$ cat config.mk
export PLATFORM = sky130hd
export DESIGN_NAME = uart_prog_loader
export DESIGN_NICKNAME = d
export VERILOG_FILES = /design/src/rtl/uart_prog_loader.sv
export SDC_FILE = /design/constraint.sdc
export NUM_CORES = 1
export LEC_CHECK = 0
export CAP_MARGIN = 25
export CORE_UTILIZATION = 55
export DETAILED_ROUTE_END_ITERATION = 8
export PLACE_DENSITY = 0.75
export SLEW_MARGIN = 30
export SYNTH_ARGS = -nofsm -noshare
export SYNTH_HDL_FRONTEND = slang
export SYNTH_SLANG_ARGS = --single-unit
$ cat constraint.sdc
create_clock -name clk -period 4.05 [get_ports clk]
set_clock_uncertainty 0.1 [all_clocks]
set_input_delay 1.0125 -clock clk [delete_from_list [all_inputs] [get_ports clk]]
set_output_delay 1.0125 -clock clk [all_outputs]
set_load 0.01 [all_outputs]
$ cat src/rtl/uart_prog_loader.sv
// UART program loader: 8N1 receiver feeding a framed word-write protocol (A5, len16, data words).
// Defining LOADER_CHECKSUM_EN adds a trailing XOR checksum byte (state CHK).
module uart_prog_loader #(
    parameter int CLK_DIV      = 217,
    parameter int TIMEOUT_BITS = 2000
) (
    input  logic        clk,
    input  logic        rst,
    input  logic        uart_rx,
    output logic [15:0] PROGADD,
    output logic [15:0] PROGDATA,
    output logic        PROGWE,
    output logic        busy,
    output logic        done,
    output logic        err
);

    localparam logic [15:0] DIV_M1  = 16'(CLK_DIV - 1);
    localparam logic [15:0] HALF_M1 = 16'(CLK_DIV / 2 - 1);
    localparam logic [31:0] TO_M1   = 32'(TIMEOUT_BITS * CLK_DIV - 1);
    localparam logic [7:0]  SYNC    = 8'hA5;

    // ---------------- receiver ----------------
    typedef enum logic [1:0] {RX_IDLE, RX_START, RX_DATA, RX_STOP} rx_state_t;

    rx_state_t   rx_state, rx_next;
    logic        rx_m, rx_s, rx_q;
    logic [15:0] rx_cnt;
    logic [2:0]  rx_bit;
    logic [7:0]  rx_byte;
    logic        byte_done, frame_err;

    always_comb begin
        rx_next   = rx_state;
        byte_done = 1'b0;
        frame_err = 1'b0;
        unique case (rx_state)
            RX_IDLE:  if (rx_q && !rx_s) rx_next = RX_START;
            RX_START: if (rx_cnt == HALF_M1) rx_next = rx_s ? RX_IDLE : RX_DATA;
            RX_DATA:  if (rx_cnt == DIV_M1 && rx_bit == 3'd7) rx_next = RX_STOP;
            RX_STOP: begin
                if (rx_cnt == DIV_M1) begin
                    rx_next   = RX_IDLE;
                    byte_done = rx_s;
                    frame_err = !rx_s;
                end
            end
            default:  rx_next = RX_IDLE;
        endcase
    end

    // Sync flops reset low so a line held low across reset cannot look like a start edge.
    always_ff @(posedge clk) begin
        if (rst) begin
            rx_m     <= 1'b0;
            rx_s     <= 1'b0;
            rx_q     <= 1'b0;
            rx_state <= RX_IDLE;
            rx_cnt   <= '0;
            rx_bit   <= '0;
            rx_byte  <= '0;
        end else begin
            rx_m     <= uart_rx;
            rx_s     <= rx_m;
            rx_q     <= rx_s;
            rx_state <= rx_next;
            if (rx_next != rx_state || rx_state == RX_IDLE || rx_cnt == DIV_M1)
                rx_cnt <= '0;
            else
                rx_cnt <= rx_cnt + 16'd1;
            if (rx_state == RX_DATA && rx_cnt == DIV_M1) begin
                rx_byte <= {rx_s, rx_byte[7:1]};
                rx_bit  <= rx_bit + 3'd1;
            end
        end
    end

    // ---------------- protocol ----------------
`ifdef LOADER_CHECKSUM_EN
    typedef enum logic [2:0] {P_IDLE, P_LEN_LO, P_LEN_HI, P_DAT_LO, P_DAT_HI, P_CHK, P_DONE} p_state_t;
    localparam p_state_t P_END = P_CHK;
    logic [7:0] xor_acc;
`else
    typedef enum logic [2:0] {P_IDLE, P_LEN_LO, P_LEN_HI, P_DAT_LO, P_DAT_HI, P_DONE} p_state_t;
    localparam p_state_t P_END = P_DONE;
`endif

    p_state_t    p_state, p_next;
    logic [7:0]  len_lo, dat_lo;
    logic [15:0] words_left;
    logic [31:0] to_cnt;
    logic        active, timeout;

    assign active  = (p_state != P_IDLE) && (p_state != P_DONE);
    // A byte finishing on the expiry cycle wins over the timeout.
    assign timeout = active && (to_cnt == TO_M1) && !byte_done;

    always_comb begin
        p_next = p_state;
        if (frame_err || timeout) begin
            p_next = P_IDLE;
        end else if (byte_done) begin
            unique case (p_state)
                P_IDLE, P_DONE: if (rx_byte == SYNC) p_next = P_LEN_LO;
                P_LEN_LO: p_next = P_LEN_HI;
                P_LEN_HI: p_next = ({rx_byte, len_lo} == 16'd0) ? P_END : P_DAT_LO;
                P_DAT_LO: p_next = P_DAT_HI;
                P_DAT_HI: p_next = (words_left == 16'd1) ? P_END : P_DAT_LO;
`ifdef LOADER_CHECKSUM_EN
                P_CHK:    p_next = P_DONE;
`endif
                default:  p_next = P_IDLE;
            endcase
        end
    end

    always_ff @(posedge clk) begin
        if (rst) begin
            p_state    <= P_IDLE;
            PROGADD    <= '0;
            PROGDATA   <= '0;
            PROGWE     <= 1'b0;
            busy       <= 1'b0;
            done       <= 1'b0;
            err        <= 1'b0;
            len_lo     <= '0;
            dat_lo     <= '0;
            words_left <= '0;
            to_cnt     <= '0;
`ifdef LOADER_CHECKSUM_EN
            xor_acc    <= '0;
`endif
        end else begin
            p_state <= p_next;
            PROGWE  <= 1'b0;
            if (!active || byte_done || timeout)
                to_cnt <= '0;
            else
                to_cnt <= to_cnt + 32'd1;
            if (PROGWE)
                PROGADD <= PROGADD + 16'd1;

            if (frame_err || timeout) begin
                err  <= 1'b1;
                busy <= 1'b0;
            end else if (byte_done) begin
                unique case (p_state)
                    P_IDLE, P_DONE: begin
                        if (rx_byte == SYNC) begin
                            done    <= 1'b0;
                            err     <= 1'b0;
                            busy    <= 1'b1;
                            PROGADD <= '0;
`ifdef LOADER_CHECKSUM_EN
                            xor_acc <= '0;
`endif
                        end
                    end
                    P_LEN_LO: len_lo <= rx_byte;
                    P_LEN_HI: begin
                        words_left <= {rx_byte, len_lo};
`ifndef LOADER_CHECKSUM_EN
                        if ({rx_byte, len_lo} == 16'd0) begin
                            busy <= 1'b0;
                            done <= 1'b1;
                        end
`endif
                    end
                    P_DAT_LO: begin
                        dat_lo <= rx_byte;
`ifdef LOADER_CHECKSUM_EN
                        xor_acc <= xor_acc ^ rx_byte;
`endif
                    end
                    P_DAT_HI: begin
                        PROGDATA   <= {rx_byte, dat_lo};
                        PROGWE     <= 1'b1;
                        words_left <= words_left - 16'd1;
`ifdef LOADER_CHECKSUM_EN
                        xor_acc <= xor_acc ^ rx_byte;
`else
                        if (words_left == 16'd1) begin
                            busy <= 1'b0;
                            done <= 1'b1;
                        end
`endif
                    end
`ifdef LOADER_CHECKSUM_EN
                    P_CHK: begin
                        busy <= 1'b0;
                        done <= 1'b1;
                        if (rx_byte != xor_acc) err <= 1'b1;
                    end
`endif
                    default: ;
                endcase
            end
        end
    end

endmodule

* Word-level counts from Yosys, hierarchy flattened
Cells that the tools add are included.
W data, S select, Z words.
** Cells by class
- Add/sub/neg operators :: 5
- Eq/ne operators :: 19
- Muxes and demuxes :: 32
- Bitwise logic cells :: 2
- Reduce and logical (&&, ||, !) cells :: 36
** Operators by type and width (count)
- $mux W16 :: 5
- $add A16 B1 Y16 const B :: 2
- $add A32 B1 Y32 const B :: 1
- $eq A32 B19 Y1 const B :: 1
- $pmux W16 S2 :: 1
- $eq A16 B1 Y1 const B :: 1
- $eq A16 B7 Y1 const B :: 1
- $eq A16 B8 Y1 const B :: 1
- $logic_not A16 Y1 :: 1
- $sub A16 B1 Y16 const B :: 1
- $pmux W3 S5 :: 1
- $reduce_and A3 Y1 :: 5
- $mux W1 :: 14
- $mux W2 :: 5
- $eq A3 B3 Y1 const B :: 3
- $mux W3 :: 3
- $eq A8 B8 Y1 const B :: 1
- $pmux W2 S4 :: 1
- $reduce_bool A2 Y1 :: 4
- $reduce_or A2 Y1 :: 4
- $eq A3 B2 Y1 const B :: 2
- $logic_and A1 B1 Y1 :: 6
- $ne A2 B2 Y1 const B :: 3
- $pmux W1 S3 :: 2
- other kinds (16) :: 25
** Word-level totals
- Register bits after elaboration :: 135
- Input port bits :: 3
- Output and inout port bits :: 36
- Word-level logic and storage cells :: 112

* Logic depth before layout (Yosys ltp)
Gate-level depths: netlist of the first run.
- Depth in word-level cells :: 8
- Mapped depth :: 9
- Depth with buffers taken out :: 7

* Worst setup path after synthesis of the first run
OpenSTA, ideal clock, no wires.
- Path kind :: input port to flip-flop
- From :: input rst
- To :: register to_cnt[10]
- Setup time :: 64 ps
- Arrival time :: 2048 ps
- Data required time :: 3886 ps
- Slack :: 1838 ps
- Cell stages on the path :: 5
- Path buffers :: 3
- Cell sequence :: clkbuf_1 or4_1 clkbuf_1 buf_2 nor2_1
** On the way
- Word-level cells in the longest chain between the ends :: 1
** Ends and longest elaborated chain
- start, declared :: RTL line 8 : input logic rst,
- $reduce_or A2 Y1 (no source line)
- end signal, assigned :: RTL line 139 : to_cnt <= to_cnt + 32'd1;
- end, declared :: RTL line 91 : logic [31:0] to_cnt;
Every way passes these cells.
A chain may end at the register's enable or synchronous reset.

* Worst setup path in the final report of the first run
- From :: register PROGWE
- To :: output PROGWE
** RTL lines
- start, declared :: RTL line 12 : output logic PROGWE,
- start signal, assigned :: RTL line 122 : PROGWE <= 1'b0;
- start signal, assigned :: RTL line 135 : PROGWE <= 1'b0;
- start signal, assigned :: RTL line 177 : PROGWE <= 1'b1;
No word-level cell between the ends.

==> flow_summary.yaml, run 1 <==
status:
  outcome: "finished, final reports clean"
logic_synthesis:
  synth_area_leaders: "dfxtp_1 44%, nor2_1 7.8%, xnor2_1 5.1%"
  ys.flop_type: "dfxtp_1"
  synth_edf_count: 0
  netlist-cell-type-count: 57
  yosys.area.top_type_share_pct: 43.8
  synthCells: 730
  ys_seq_area_share_pct: 43.8
  ys_ff_latch: 135
  synthesis.area_sq_mm: 0.00618
  syn_nets: 741
  post-synth-top-area-cell: "dfxtp_1"
  syn_avg_cell_area_sq_um: 8.46
  synthArstFlopShare_pct: 0
  yosys_warnings: 0
critical_path:
  slowest_delay_ns: 0.60
  cp_top_family: "buffers and inverters"
  slowest_stage: "clkdlybuf4s50_1"
  cp_max_fo: 7
  cp_cell_sequence: "clkdlybuf4s50_1"
  cp.arrival_ns: 1.62
  cp-start-kind: "register"
  worst-path-buf-inv: 1
  worst_setup_path_end_kind: "output pin"
  crit_required_ns: 2.94
  crit_type: "reg2out"
job:
  drv_cap: 0
power:
  p_total_mw: 2.67
  p_seq_share_pct: 49.9
  intPower_mw: 2.14
  netSwitchingPower_uw: 531
  combPwrFrac_pct: 0.8
  swShare_pct: 19.9
  leakage_nw: 2.42
  vdd_drop_max_mv: 0.329
  power_frac_clock_pct: 49.3
  p_per_area_mw_per_mm2: 376
finish:
  layout-drive-gt1-share_pct: 5.91
  fin_cells: 901
  final_nets: 765
  final_cell_mix: "135 x dfxtp_1, 129 x nor2_1, 74 x nand2_1, 40 x a21oi_1, 37 x clkdlybuf4s50_1"
  final_common_cell: "dfxtp_1"
  antenna_cells: 0
  syn_to_final_growth_pct: 14.9
drt:
  wirelength_microns: 13200
  route.detailed.drc: 0
  post_drt_wl_per_cell_microns: 14.7
  drt-pass1-iter-count: 5
  ant_nets: 0
  drt_first_iter_violations: 422
  num_vias: 5143
  via_per_inst: 5.71
floorplanning:
  fp.dieW_microns: 108
  pin_count: 39
  die_area_sq_mm: 0.0117
  die_y_microns: 108
  num_rows: 38
  initial_core_util_pct: 56.7
  core_area_sq_mm: 0.0109
clocking:
  clkTransAtPathRegs_ns: 0.05
  cts_tree: "built"
  cts_buffers: 17
  cts.sinks: 135
  post_cts_buffers: 0
  clockRootBuffer: "clkbuf_8"
  hold_buffers: 0
  clock_latency_ns: 0.54
  cts_resized: 0
  cts_buffer_depth: 2
  htree_levels: 4
min_path:
  hp-class: "reg2reg"
grt:
  antenna_found_initial: 0
  grt_max_degree: 71
  grt_usage_pct: 24.6
  overflow: 0
  grt_pass1_vias: 4756
  grt_pass1_wl_microns: 22400
sta:
  setup_tns_ns: 0
  maxSlewHeadroom_pct: 49.2
  post-route-period-util_pct: 67.5
  timing_hold_violations_final: 0
  finalSetupViolations: 0
  drv_slew: 0
  fmax_mhz: 366
  rsz0062_at_grt: "false"
  fin_crit_ns: 2.73
  tightest_slew_ns: 0.762
placed_design:
  place_congestion: 0.893
  io_buffers: 38
  dp.cells: 875
  dp_hpwl_microns: 9020
routing by layer:
| metal | wire [microns] | global-route usage, % |
|---|---|---|
| met1 | 6120 | 33.0 |
| met2 | 6270 | 37.5 |
| met3 | 626 | 6.87 |
| met4 | 183 | 9.30 |
| met5 | 0 | 0 |
sequential cells by signal (all words and copies together) (netlist names):
| register | count |
|---|---|
| PROGADD | 16 |
| PROGDATA | 16 |
| PROGWE | 1 |
| busy | 1 |
| dat_lo | 8 |
| done | 1 |
| err | 1 |
| len_lo | 8 |
| p_state | 3 |
| rx_bit | 3 |
| rx_byte | 8 |
| rx_cnt | 16 |
| rx_m | 1 |
| rx_q | 1 |
| rx_s | 1 |
| rx_state | 2 |
| to_cnt | 32 |
| words_left | 16 |
cells by family after synthesis:
group                      Yosys count  synth area share [%]
muxes                               29                  4.74
AOI/OAI and AO/OA                   94                  9.32
buffers and inverters               56                  3.67
and+or+nand+nor                    348                  28.4
DFF                                135                  43.8
xor gates and xnor gates            60                  8.51
adders and majority gates            8                  1.62
area by class of cell:
| cell class | instances | area, sq um |
|---|---|---|
| Clock buffer | 20 | 435 |
| Clock inverter | 6 | 57.6 |
| Fill cell | 914 | 3790 |
| Inverter | 21 | 78.8 |
| Multi-Input combinational cell | 539 | 3250 |
| Sequential cell | 135 | 2700 |
| Tap cell | 140 | 175 |
| Timing Repair Buffer | 40 | 390 |
synthesized netlist by cell type, types with 5 or more instances:
master,instances
and4_1,11
o21ai_0,21
buf_2,10
and3_1,8
nor3b_1,5
ha_1,8
clkbuf_1,23
xor2_1,24
xnor2_1,36
nor3_1,22
nand4_1,15
dfxtp_1,135
nor2_1,129
mux2i_1,27
inv_1,21
a21oi_1,40
or4_1,8
nand2_1,74
nand3_1,26
nor2b_1,6
nor4_1,15
a21o_1,6
power by group through the flow:
stage | Clock (mW) | Sequential (mW) | Combinational [mW]
global placement | 0 | 1.36 | 0.0210
detailed placement | 0 | 1.36 | 0.0212
floorplan | 0 | 1.36 | 0.0165
CTS | 1.34 | 1.33 | 0.0214
finish | 1.31 | 1.33 | 0.0213
global route | 1.40 | 1.33 | 0.0233
through the flow:
| stage | hold WS [ns] | cell area, sq um | setup slack (ns) | utilization [%] |
|---|---|---|---|---|
| after floorplan | 0.314 | 6180 | 1.84 | - |
| after global placement | 0.326 | 6590 | 1.41 | 60.6 |
| after detailed placement | 0.332 | 6590 | 1.25 | 60.6 |
| after CTS | 0.345 | 7090 | 1.21 | 65.1 |
| after global routing | 0.363 | 7090 | 1.22 | 65.2 |
| final | 0.342 | 7090 | 1.32 | 65.2 |
final timing paths:
kind                                start          to  slack (ns)  cells after the start
worst max-delay path               PROGWE      PROGWE        1.32                      1
worst max register to register  rx_cnt[2]  to_cnt[20]        1.50                      5
worst min register to register       rx_m        rx_s        0.34                      1
worst min-delay path                 rx_m        rx_s        0.34                      1
Note: power is estimated with default switching activity, not from simulation.
==> inputs of run 2 (changes only) <==
==> constraint.sdc (replaced) <==
create_clock -name clk -period 2.6 [get_ports clk]
set_clock_uncertainty 0.1 [all_clocks]
set_input_delay 0.65 -clock clk [delete_from_list [all_inputs] [get_ports clk]]
set_output_delay 0.65 -clock clk [all_outputs]
set_load 0.01 [all_outputs]
==> run 2 against run 1 <==
  * Routed wire length increased by 0.12%
  * Non-clock buffer count up 16
  * Hold slack got worse by 0.0061 ns
  * Clock power rose by 67%
  * Die area did not move
  * Global-route usage barely moved
  * Largest cell class unchanged
  * Largest power group is now the clock network
==> flow_summary.yaml, run 2 (synthesis gave the netlist of run 1 again) <==
grt:
  grt_usage_pct: 24.6
  grt_pass1_vias: 4810
  overflow: 0
  antenna_found_initial: 1
  grt_pass1_wl_microns: 22400
  grt_max_degree: 62
clocking:
  cts.sinks: 135
  htree_levels: 4
  cts_buffer_depth: 2
  cts_tree: "built"
  cts_resized: 0
  clock_latency_ns: 0.52
  clkTransAtPathRegs_ns: 0.06
  post_cts_buffers: 0
  hold_buffers: 0
  cts_buffers: 17
  clockRootBuffer: "clkbuf_8"
drt:
  route.detailed.drc: 0
  post_drt_wl_per_cell_microns: 14.3
  via_per_inst: 5.62
  num_vias: 5187
  wirelength_microns: 13200
  drt-pass1-iter-count: 5
  drt_first_iter_violations: 317
  ant_nets: 0
critical_path:
  rr_worst_depth: 5
  reg2reg_from: "rx_cnt[2]"
  rr_endpoint: "rx_byte[7]"
  worst_setup_path_end_kind: "register"
  crit_required_ns: 2.88
  crit_type: "reg2reg"
  cp.arrival_ns: 2.68
  cp-endpoint: "rx_byte[7]"
  crit_path_start: "rx_cnt[2]"
  r2r_setup_slack_ns: 0.20
  cp-start-kind: "register"
  cp_max_fo: 11
finish:
  antenna_cells: 0
  syn_to_final_growth_pct: 17.7
  layout-drive-gt1-share_pct: 8.17
  final_nets: 781
  fillers: 896
  regMostFlops: "to_cnt"
  largest_reg_flops: 32
  final_cell_mix: "135 x dfxtp_1, 129 x nor2_1, 74 x nand2_1, 40 x a21oi_1, 37 x clkdlybuf4s50_1"
  final_common_cell: "dfxtp_1"
floorplanning:
  fp.dieW_microns: 108
  die_area_sq_mm: 0.0117
  core_area_sq_mm: 0.0109
  initial_core_util_pct: 56.7
  num_rows: 38
  die_y_microns: 108
  pin_count: 39
power:
  p_total_mw: 4.30
  leakage_nw: 2.51
  p_per_area_mw_per_mm2: 591
  vdd_drop_max_mv: 0.585
sta:
  drv_slew: 0
  tightest_slew_ns: 0.728
  maxSlewHeadroom_pct: 51.2
  fin_crit_ns: 2.40
  timing_hold_violations_final: 0
  fmax_mhz: 416
  post-route-period-util_pct: 92.4
  layout_setup_ws_ns: 0.197
  finalSetupViolations: 0
  rsz0062_at_grt: "false"
  setup_tns_ns: 0
placed_design:
  io_buffers: 38
  place_congestion: 0.851
  dp_hpwl_microns: 9200
  place_ws_ns: 0.249
min_path:
  min-delay-start: "rst"
  hp-class: "in2reg"
status:
  outcome: "finished, final reports clean"
job:
  drv_cap: 0
==> run 2: cell type report <==
type | count | area (sq um) | area share [%]
well taps | 140 | 175 | 2.41
multi-input cells | 539 | 3250 | 44.7
inverters | 21 | 78.8 | 1.08
clock buffers | 24 | 470 | 6.47
clock inverters | 8 | 71.3 | 0.981
flip-flops and latches | 135 | 2700 | 37.2
repair buffers | 56 | 523 | 7.20
==> run 2: layer usage <==
layer | part of all wire (%) | global-route usage [%]
met3 | 5.1 | 7.29
met5 | 0.098 | 0
met1 | 46 | 32.0
met4 | 1.7 | 8.71
met2 | 47 | 38.5
==> run 2: worst min path at each step <==
stage                      to  slack, ns  cells past startpoint
global placement    to_cnt[0]       0.34                      1
global route             rx_q       0.34                      2
detailed placement       rx_s       0.34                      1
CTS                      rx_q       0.30                      2
floorplan                rx_s       0.31                      1
finish                   rx_q       0.34                      2
==> run 2: power breakdown <==
group	switching (mW)	internal (mW)	total, mW
Combinational	0.0252	0.00690	0.0321
Sequential	0.00249	2.07	2.07
Clock	0.851	1.34	2.19
==> run 2: critical path: stages (launching register included) <==
cell and delay (ns):
dfxtp_1 0.37, nor4b_4 0.38, nand4_4 0.22, or4_1 0.83
mux2i_1 0.29, nor2_1 0.07
==> run 2: per-stage QoR <==
stage | hold WS [ns] | utilization, % | std cells | cell area, sq um
CTS | 0.304 | 66.8 | 923 | 7270
finish | 0.336 | 66.8 | 923 | 7270
detailed placement | 0.341 | 61.8 | 891 | 6730
floorplan | 0.314 | - | 730 | 6180
global placement | 0.335 | 61.8 | 891 | 6730
global route | 0.343 | 66.8 | 923 | 7270
==> inputs of run 3 (changes only) <==
--- a/config.mk
+++ b/config.mk
@@ -6,9 +6,9 @@
 export NUM_CORES = 1
 export LEC_CHECK = 0
 export CAP_MARGIN = 25
-export CORE_UTILIZATION = 55
+export CORE_UTILIZATION = 42
 export DETAILED_ROUTE_END_ITERATION = 8
-export PLACE_DENSITY = 0.75
+export PLACE_DENSITY = 0.6
 export SLEW_MARGIN = 30
 export SYNTH_ARGS = -nofsm -noshare
 export SYNTH_HDL_FRONTEND = slang
==> run 3 against run 2 <==
  * Worst setup slack gained 0.086 ns
  * Hold slack gained 0.014 ns
  * Final area grew 1.5%
  * Utilization shrank 14 points
  * Via count shrank 0.50%
  * Sequential power is essentially flat
  * Die area grew 30%
  * Maximum frequency grew 3.7%
  * Total power grew 5.5%
  * Global-route usage shrank 5.3 points
  * Register-to-register slack gained 0.09 ns
  * Final cell count grew 4.1%
  * Largest cell class unchanged
==> flow_summary.yaml, run 3 (synthesis gave the netlist of run 1 again) <==
clocking:
  cts_resized: 0
  cts_buffer_depth: 2
  hold_buffers: 0
  clockRootBuffer: "clkbuf_16"
  post_cts_buffers: 0
  clkTransAtPathRegs_ns: 0.06
  cts.sinks: 135
  clock_latency_ns: 0.42
  htree_levels: 4
  cts_buffers: 17
  cts_tree: "built"
power:
  p_per_area_mw_per_mm2: 614
  vdd_drop_max_mv: 0.436
  p_total_mw: 4.53
  leakage_nw: 2.52
grt:
  grt_pass1_vias: 4779
  antenna_found_initial: 0
  grt_usage_pct: 19.3
  overflow: 0
  grt_pass1_wl_microns: 23000
  grt_max_degree: 61
finish:
  syn_to_final_growth_pct: 19.4
  fillers: 1283
  final_cell_mix: "135 x dfxtp_1, 129 x nor2_1, 74 x nand2_1, 40 x a21oi_1, 37 x clkdlybuf4s50_1"
  finish.instance_area_sq_mm: 0.00738
  regMostFlops: "to_cnt"
  layout-drive-gt1-share_pct: 8.32
  largest_reg_flops: 32
  final_common_cell: "dfxtp_1"
  final_nets: 779
  antenna_cells: 0
critical_path:
  crit_path_start: "rx_cnt[2]"
  cp_cell_sequence: "nor4b_4, nand4_4, or4_1, mux2i_1, nor2_1"
  cp-endpoint: "rx_byte[5]"
  cp.arrival_ns: 2.49
  reg2reg_from: "rx_cnt[2]"
  crit_required_ns: 2.77
  cp_max_fo: 11
  slowest_delay_ns: 0.82
  rr_endpoint: "rx_byte[5]"
  crit_type: "reg2reg"
  rr_worst_depth: 5
  r2r_setup_slack_ns: 0.28
  worst_setup_path_end_kind: "register"
  cp-start-kind: "register"
  slowest_stage: "or4_1"
job:
  drv_cap: 0
floorplanning:
  num_rows: 43
  die_area_sq_mm: 0.0152
  die_y_microns: 123
  core_area_sq_mm: 0.0141
  initial_core_util_pct: 43.8
  pin_count: 39
  fp.dieW_microns: 123
status:
  outcome: "finished, final reports clean"
drt:
  num_vias: 5161
  route.detailed.drc: 0
  drt_first_iter_violations: 411
  wirelength_microns: 13600
  ant_nets: 0
  via_per_inst: 5.37
  post_drt_wl_per_cell_microns: 14.2
  drt-pass1-iter-count: 4
sta:
  drv_slew: 0
  rsz0062_at_grt: "false"
  finalSetupViolations: 0
  post-route-period-util_pct: 89.1
  tightest_slew_ns: 0.618
  fmax_mhz: 432
  fin_crit_ns: 2.32
  timing_hold_violations_final: 0
  setup_tns_ns: 0
  maxSlewHeadroom_pct: 58.8
  layout_setup_ws_ns: 0.283
min_path:
  hp-class: "reg2reg"
  min-delay-start: "PROGDATA[4]"
placed_design:
  place_ws_ns: 0.277
  io_buffers: 38
  place_congestion: 0.853
  dp_hpwl_microns: 9290
  dpl_cell_area_sq_mm: 0.00677
-- run 3: cell count changes in the layout (fill, tap and decap cells not counted) --
| cell | delta |
|---|---|
| clkbuf_1 | -3 |
| bufinv_16 | +1 |
| clkinv_2 | -3 |
| clkinvlp_4 | +3 |
| buf_12 | +1 |
| inv_6 | +1 |
| buf_4 | -3 |
| clkbuf_16 | +1 |
-- run 3: critical path: cells and delay by family, from the launching register on --
| family | cells | cell delay [ns] |
|---|---|---|
| flops | 1 | 0.36 |
| mux | 1 | 0.25 |
| simple gates | 4 | 1.46 |
-- run 3: layer usage --
metal  GRT usage [%]  up-vias  part of all wire [%]
met1            26.4     2438                    51
met5               0        -                     0
met3            4.75       19                   3.7
met4            6.70        0                   1.2
met2            29.3      100                    44
li1                -     2604                     -
-- run 3: layout make-up --
| type | count | area (sq um) | share of cell area, % |
|---|---|---|---|
| Inverter | 21 | 78.8 | 1.07 |
| Clock buffer | 22 | 484 | 6.56 |
| Sequential cell | 135 | 2700 | 36.6 |
| Tap cell | 180 | 225 | 3.05 |
| Timing Repair Buffer | 54 | 520 | 7.06 |
| Multi-Input combinational cell | 539 | 3250 | 44.0 |
| Clock inverter | 10 | 118 | 1.59 |
-- run 3: worst min path at each step --
stage | endpoint | cells after the start | slack [ns]
6_report | PROGDATA[4] | 2 | 0.35
5_1_grt | PROGDATA[15] | 2 | 0.37
4_1_cts | PROGDATA[4] | 2 | 0.35
3_5_place_dp | rx_s | 1 | 0.33
3_3_place_gp | rx_s | 1 | 0.32
2_1_floorplan | rx_s | 1 | 0.31
-- run 3: per-stage QoR --
stage,util (%),cells,hold slack [ns]
after floorplan,-,730,0.314
after global placement,48.1,929,0.318
after detailed placement,48.1,929,0.332
after CTS,52.3,961,0.354
after global routing,52.3,961,0.370
final,52.3,961,0.350
-- run 3: power by group --
group | switching, mW | total, mW | leakage, nW | internal, mW
combinational | 0.0273 | 0.0352 | 1.15 | 0.00791
clock | 0.906 | 2.42 | 0.285 | 1.52
sequential | 0.00243 | 2.07 | 1.09 | 2.07
